`src/rtl/cam_match_encoder.sv`:
```
// -----------------------------------------------------------------------------
// cam_match_encoder
//
// Purpose:
//   Captures one row-match vector from the CAM cell array per search. It then
//   reports every matching row address in ascending order, one address per
//   handshake beat. If no row matched, it reports a single miss beat instead.
//
// Ports:
//   clk           in   rising-edge clock
//   reset         in   synchronous, active-high reset
//   match_i       in   [ENTRIES]     row match vector (bit r = row r matched)
//   valid_i       in                 match_i valid this cycle
//   ready_o       out                encoder idle, can capture a vector
//   hit_valid_o   out                result beat valid
//   hit_ready_i   in                 consumer accepts the beat
//   hit_addr_o    out  [ADDR_W]      matching row address (0 on a miss beat)
//   miss_o        out                beat reports no match
//   hit_last_o    out                final beat of this search
//   match_count_o out  [clog2(E+1)]  popcount of the captured vector
//                                    (only when CAM_MATCH_COUNT_EN is defined)
//
// Configuration macro:
//   CAM_MATCH_COUNT_EN - adds match_count_o and its popcount logic.
// -----------------------------------------------------------------------------
module cam_match_encoder #(
  parameter int ENTRIES = 16,
  parameter int ADDR_W  = $clog2(ENTRIES)
) (
  input  logic              clk,
  input  logic              reset,
  input  logic [ENTRIES-1:0] match_i,
  input  logic              valid_i,
  output logic              ready_o,
  output logic              hit_valid_o,
  input  logic              hit_ready_i,
  output logic [ADDR_W-1:0] hit_addr_o,
  output logic              miss_o,
  output logic              hit_last_o
`ifdef CAM_MATCH_COUNT_EN
  ,
  output logic [$clog2(ENTRIES+1)-1:0] match_count_o
`endif
);

  typedef enum logic [1:0] {
    S_IDLE = 2'd0,
    S_HIT  = 2'd1,
    S_MISS = 2'd2
  } state_t;

  state_t               r_state;
  state_t               w_state_next;
  logic [ENTRIES-1:0]   r_pending;
  logic [ENTRIES-1:0]   w_pending_next;

  // Lowest-set-bit encoder and helpers, all driven only by r_pending.
  logic [ADDR_W-1:0]    w_low_addr;
  logic [ENTRIES-1:0]   w_pending_cleared;
  logic                 w_one_left;

  // Subtracting one flips the lowest set bit and every zero below it. ANDing
  // with the original value therefore removes exactly that lowest set bit.
  assign w_pending_cleared = r_pending & (r_pending - {{(ENTRIES-1){1'b0}}, 1'b1});

  // Exactly one bit is set when removing the lowest one leaves nothing.
  assign w_one_left = (r_pending != '0) && (w_pending_cleared == '0);

  // Scan from the top down so the lowest set index is the last one written.
  always_comb begin
    w_low_addr = '0;
    for (int i = ENTRIES - 1; i >= 0; i--) begin
      if (r_pending[i]) begin
        w_low_addr = ADDR_W'(i);
      end
    end
  end

  // ---------------------------------------------------------------------------
  // State and pending-vector registers
  // ---------------------------------------------------------------------------
  always_ff @(posedge clk) begin
    if (reset) begin
      r_state   <= S_IDLE;
      r_pending <= '0;
    end else begin
      r_state   <= w_state_next;
      r_pending <= w_pending_next;
    end
  end

  // ---------------------------------------------------------------------------
  // Next-state and output decode. The outputs depend only on r_state and
  // r_pending. Inputs steer only the next-state terms, so match_i and
  // hit_ready_i have no path to any output.
  // ---------------------------------------------------------------------------
  always_comb begin
    w_state_next   = r_state;
    w_pending_next = r_pending;
    ready_o        = 1'b0;
    hit_valid_o    = 1'b0;
    miss_o         = 1'b0;
    hit_last_o     = 1'b0;
    hit_addr_o     = '0;

    case (r_state)
      S_IDLE: begin
        ready_o = 1'b1;
        if (valid_i) begin
          w_pending_next = match_i;
          w_state_next   = (match_i != '0) ? S_HIT : S_MISS;
        end
      end

      S_HIT: begin
        hit_valid_o = 1'b1;
        hit_addr_o  = w_low_addr;
        hit_last_o  = w_one_left;
        if (hit_ready_i) begin
          w_pending_next = w_pending_cleared;
          if (w_one_left) begin
            w_state_next = S_IDLE;
          end
        end
      end

      S_MISS: begin
        hit_valid_o = 1'b1;
        miss_o      = 1'b1;
        hit_last_o  = 1'b1;
        if (hit_ready_i) begin
          w_state_next = S_IDLE;
        end
      end

      default: begin
        w_state_next   = S_IDLE;
        w_pending_next = '0;
      end
    endcase
  end

`ifdef CAM_MATCH_COUNT_EN
  // ---------------------------------------------------------------------------
  // Optional hit count. It is loaded at capture and held across all beats.
  // It drops back to zero whenever the encoder is about to return to idle.
  // ---------------------------------------------------------------------------
  localparam int CNT_W = $clog2(ENTRIES + 1);

  logic [CNT_W-1:0] w_popcount;
  logic [CNT_W-1:0] r_count;

  always_comb begin
    w_popcount = '0;
    for (int i = 0; i < ENTRIES; i++) begin
      w_popcount = w_popcount + {{(CNT_W-1){1'b0}}, match_i[i]};
    end
  end

  always_ff @(posedge clk) begin
    if (reset) begin
      r_count <= '0;
    end else if (r_state == S_IDLE && valid_i) begin
      r_count <= w_popcount;
    end else if (w_state_next == S_IDLE) begin
      r_count <= '0;
    end
  end

  assign match_count_o = r_count;
`endif

endmodule

```
`config.mk`:
```
export PLATFORM = sky130hd
export DESIGN_NAME = cam_match_encoder
export DESIGN_NICKNAME = d
export VERILOG_FILES = /design/src/rtl/cam_match_encoder.sv
export SDC_FILE = /design/constraint.sdc
export NUM_CORES = 1
export LEC_CHECK = 0
export CAP_MARGIN = 20
export CORE_MARGIN = 2
export CORE_UTILIZATION = 40
export CTS_BUF_LIST = sky130_fd_sc_hd__clkbuf_8 sky130_fd_sc_hd__clkbuf_16
export CTS_CLUSTER_DIAMETER = 150
export DETAILED_ROUTE_END_ITERATION = 10
export PLACE_DENSITY = 0.65
export SLEW_MARGIN = 20
export SYNTH_ARGS = -nofsm -noshare
export SYNTH_HDL_FRONTEND = slang
export SYNTH_SLANG_ARGS = --single-unit
export TNS_END_PERCENT = 30
```
`constraint.sdc`:
```
create_clock -name clk -period 3 [get_ports clk]
set_clock_uncertainty 0.2 [all_clocks]
set_input_delay 0.45 -clock clk [delete_from_list [all_inputs] [get_ports clk]]
set_output_delay 0.45 -clock clk [all_outputs]
set_load 0.02 [all_outputs]
```
==> results by group, run 1 <==
Power
  • Seq pwr share: 20.7%
  • Switching part of the total power: 42.4%
  • Maximum vdd ir drop: approximately 0.38 mV
  • P_int: 972 uW
  • P_sw: between 700 and 800 uW
  • Total power per unit cell area: 908 nW/um^2
  • Clock network fraction of total power: 11.6%
  • Comb power frac: 67.7%
  • LEAKAGE: 0.769 nW

Floorplanning
  • Initial core utilization: 40.8%
  • Area of the core: 3280 um^2
  • Die Ht: 61.9 um
  • Chip width: between 60 and 70 um
  • Die ar.: 3830 um^2
  • Cell Rows: 21
  • # IOs: 28

Global route
  • Largest net degree at the start of global routing: 21
  • Tot GR Track Use: 22.5%
  • Vias in the first global route: 1382
  • Antenna violations before repair: 0
  • Global-route wire length before repair: 6260 um
  • Grt total ovfl: 0

Routing
  • DRC viols: 0
  • Via count: 1421
  • Final WL: 3950 um
  • Routed Antenna Nets: 0
  • Pre-Repair DR Iteration Count: 4
  • Average vias per placed instance: 5.26
  • WL per Instance: 14.6 um
  • Iter 0 DRT Violations: 95

CTS
  • CTS Hold Bufs: 0
  • Post-CTS resize count: 5
  • CTS buffer count: 3
  • Clock Path Buffers: 2
  • H-tree levels: 1
  • Post-CTS setup buffers: 0
  • Clock root buffer: clkbuf_8
  • CTS tree: built
  • Sink Count: 18
  • Worst-path clk slew: 70 ps
  • Clock Latency Late Sink: 250 ps

STA
  • Final Critical Period: 3060 ps
  • Fin. Hold Viols: 0
  • Unrepaired setup endpoints after global routing: yes
  • Setup WS post-layout: -56.5 ps
  • Achievable clock frequency: between 0.3 and 0.4 GHz
  • Slew headroom: a little under 60%
  • Setup violators final: 1
  • Period utilisation layout: 102%
  • Worst slew pin tran: 617 ps
  • Max Slew Vio Count: 0

Cells and area
  • Layout cells sized above 1: 20.5%
  • Filler cell count: 321
  • Multi-input gate area: 875 um^2
  • Area growth, synth to finish: 38.8%
  • Post-layout nets: 248
  • Fin util: 56.6%
  • Register Area: 360 um^2
  • Finished Cell Area: about 1900 um^2
  • Number of diodes: 0

Synthesis
  • Top cells by area, synth: dfxtp_1 (27%), nand2_1 (6.2%), nor2_1 (5.9%), a21oi_1 (5.6%), a22oi_1 (5.0%)
  • #FFs+latches synth: 18
  • Syn. warnings: 0
  • Synth cell types: 44
  • Post-Synthesis Cells: 178
  • Syn Std Cell Area: 1340 um^2
  • Synth top area share: between 20% and 30%
  • Asr flop ratio synth: 0%
  • Syn Nets: between 200 and 250
  • Sequential share of the synthesized area: 26.9%
  • Avg Cell Area, Syn: 7.52 um^2
  • Post-synth EDFFs: 0
  • Largest area contributor in the netlist: dfxtp_1
  • Primary FF master, synth: dfxtp_1

Place
  • IO Port Bufs: 27
  • Dpl cell area: 1790 um^2
  • Detailed placement HPWL: between 3000 and 4000 um
  • Routability Congestion: 0.934

Worst setup path
  • Reg2Reg Setup Slack: 590 ps
  • Startpoint Class: flip-flop
  • Reg2reg start: r_pending[3]
  • Crit path from: r_pending[3]
  • Reg2reg end: r_state[1]
  • Crit path DAT: 2410 ps
  • Critical path class: reg -> out
  • Setup crit end kind: primary output
  • Reg2reg path depth: 7
  • Worst-path fanout max: 3
  • Worst path required time: 2350 ps
  • Critical path destination: hit_last_o

Job
  • Max Cap Viol: 0

Worst hold path
  • Worst min-delay path class: reg -> reg
  • Hold path startpoint: r_state[0]

Outcome
  • Failing checks: negative setup slack
  • Outcome: finished, violations left
[registers in the layout (all words and copies together), names as in the netlist]
signal and count:
r_state 2, r_pending 16
[kinds of logic after synthesis]
group           count (synthesis)  share of synthesized area (%)
simple gates                   79                           31.7
compound gates                 52                           26.0
buf+inv                        21                           8.41
flops                          18                           26.9
fa+ha+maj                       5                           4.39
mux                             3                           2.62
[cells in the mapped netlist (2+ instances only)]
library cell / number
o21ai_1: 6
dfxtp_1: 18
o41ai_1: 2
nand2_1: 22
inv_1: 8
a21oi_1: 15
or3_4: 2
nand2b_1: 4
nor2b_1: 5
o31a_1: 3
clkbuf_1: 9
nor2_1: 21
a22oi_1: 9
ha_1: 3
buf_6: 3
nand3_1: 2
nor4_1: 6
a21oi_2: 2
nor4_2: 2
nor3_1: 6
mux2i_1: 2
o21bai_1: 3
o21ai_0: 4
[power by group through the flow]
stage,Sequential (mW),Clock (mW),Combinational [mW]
floorplan,0.355,0,0.740
finish,0.349,0.196,1.14
CTS,0.349,0.201,1.13
global placement,0.352,0,1.11
global route,0.356,0.214,1.24
detailed placement,0.354,0,1.12
[worst max-delay path, cell delays in order (launching register included)]
cell and delay (ps):
dfxtp_1 330, or4_4 540, or3_4 360, a211oi_2 180, a21oi_2 70, nor4_4 300, a21oi_1 110, nor2b_1 120
buf_4 150
[placed cells by master (no fill, tap or decap), drive strengths merged]
master	Yosys	routed
nand4	1	1
nand3	2	2
a22oi	9	9
or3	4	4
nand2b	4	4
o21bai	3	3
mux2	1	1
o211ai	1	1
nand3b	1	1
a211o	1	1
nor2	21	21
or3b	1	1
buf	4	29
a2bb2oi	1	1
a21oi	17	17
a21o	1	1
clkbuf	9	4
and2	1	1
nor3	6	6
o21ai	10	10
clkdlybuf4s50	0	25
maj3	2	2
nor4	9	9
mux2i	2	2
ha	3	3
dlymetal6s2s	0	1
inv	8	8
a21boi	1	1
a31oi	2	2
or2	1	1
o41ai	2	2
or4	1	1
nor2b	5	5
o31a	3	3
a211oi	1	1
dfxtp	18	18
nand2	22	22
[area by class of cell]
class                           count  share of cell area [%]
Multi-Input combinational cell    139                    47.1
Sequential cell                    18                    19.4
Clock buffer                        4                    2.96
Timing Repair Buffer               55                    25.9
Inverter                            8                    1.62
Tap cell                           46                    3.10
[worst min-delay path by stage]
stage,cells after the start,end,slack (ps)
after floorplan,2,r_state[1],270
after global placement,2,r_state[1],280
after detailed placement,2,r_state[0],300
after CTS,2,r_state[0],320
after global routing,2,r_state[0],350
final,2,r_state[0],310
[per-stage QoR]
stage / cells / hold WS (ps) / setup TNS (ps) / power (mW) / setup slack [ps]
after global placement: 266 / 285 / -196 / 1.46 / -196
after global routing: 270 / 347 / -156 / 1.81 / -156
after CTS: 270 / 318 / -72.7 / 1.68 / -72.7
after detailed placement: 266 / 304 / -243 / 1.47 / -243
after floorplan: 178 / 269 / 0 / 1.09 / 188
final: 270 / 313 / -56.5 / 1.69 / -56.5
[routing by layer]
layer | GRT usage [%] | wire [um] | part of all wire, % | vias to the layer above
met2 | 37.9 | 1950 | 49 | 28
li1 | - | - | - | 727
met4 | 9.12 | 90 | 2.3 | 0
met5 | 0 | 0 | 0 | -
met3 | 3.73 | 144 | 3.6 | 6
met1 | 28.6 | 1770 | 45 | 660
Power figures use the tool's default switching activity.
==> run 2: changes to the inputs <==
--- a/config.mk
+++ b/config.mk
@@ -5,7 +5,7 @@
 export SDC_FILE = /design/constraint.sdc
 export NUM_CORES = 1
 export LEC_CHECK = 0
-export CAP_MARGIN = 20
+export CAP_MARGIN = 0
 export CORE_MARGIN = 2
 export CORE_UTILIZATION = 40
 export CTS_BUF_LIST = sky130_fd_sc_hd__clkbuf_8 sky130_fd_sc_hd__clkbuf_16
==> results of run 2 <==
No change in the layout: final DEF, timing and power equal those of run 1.
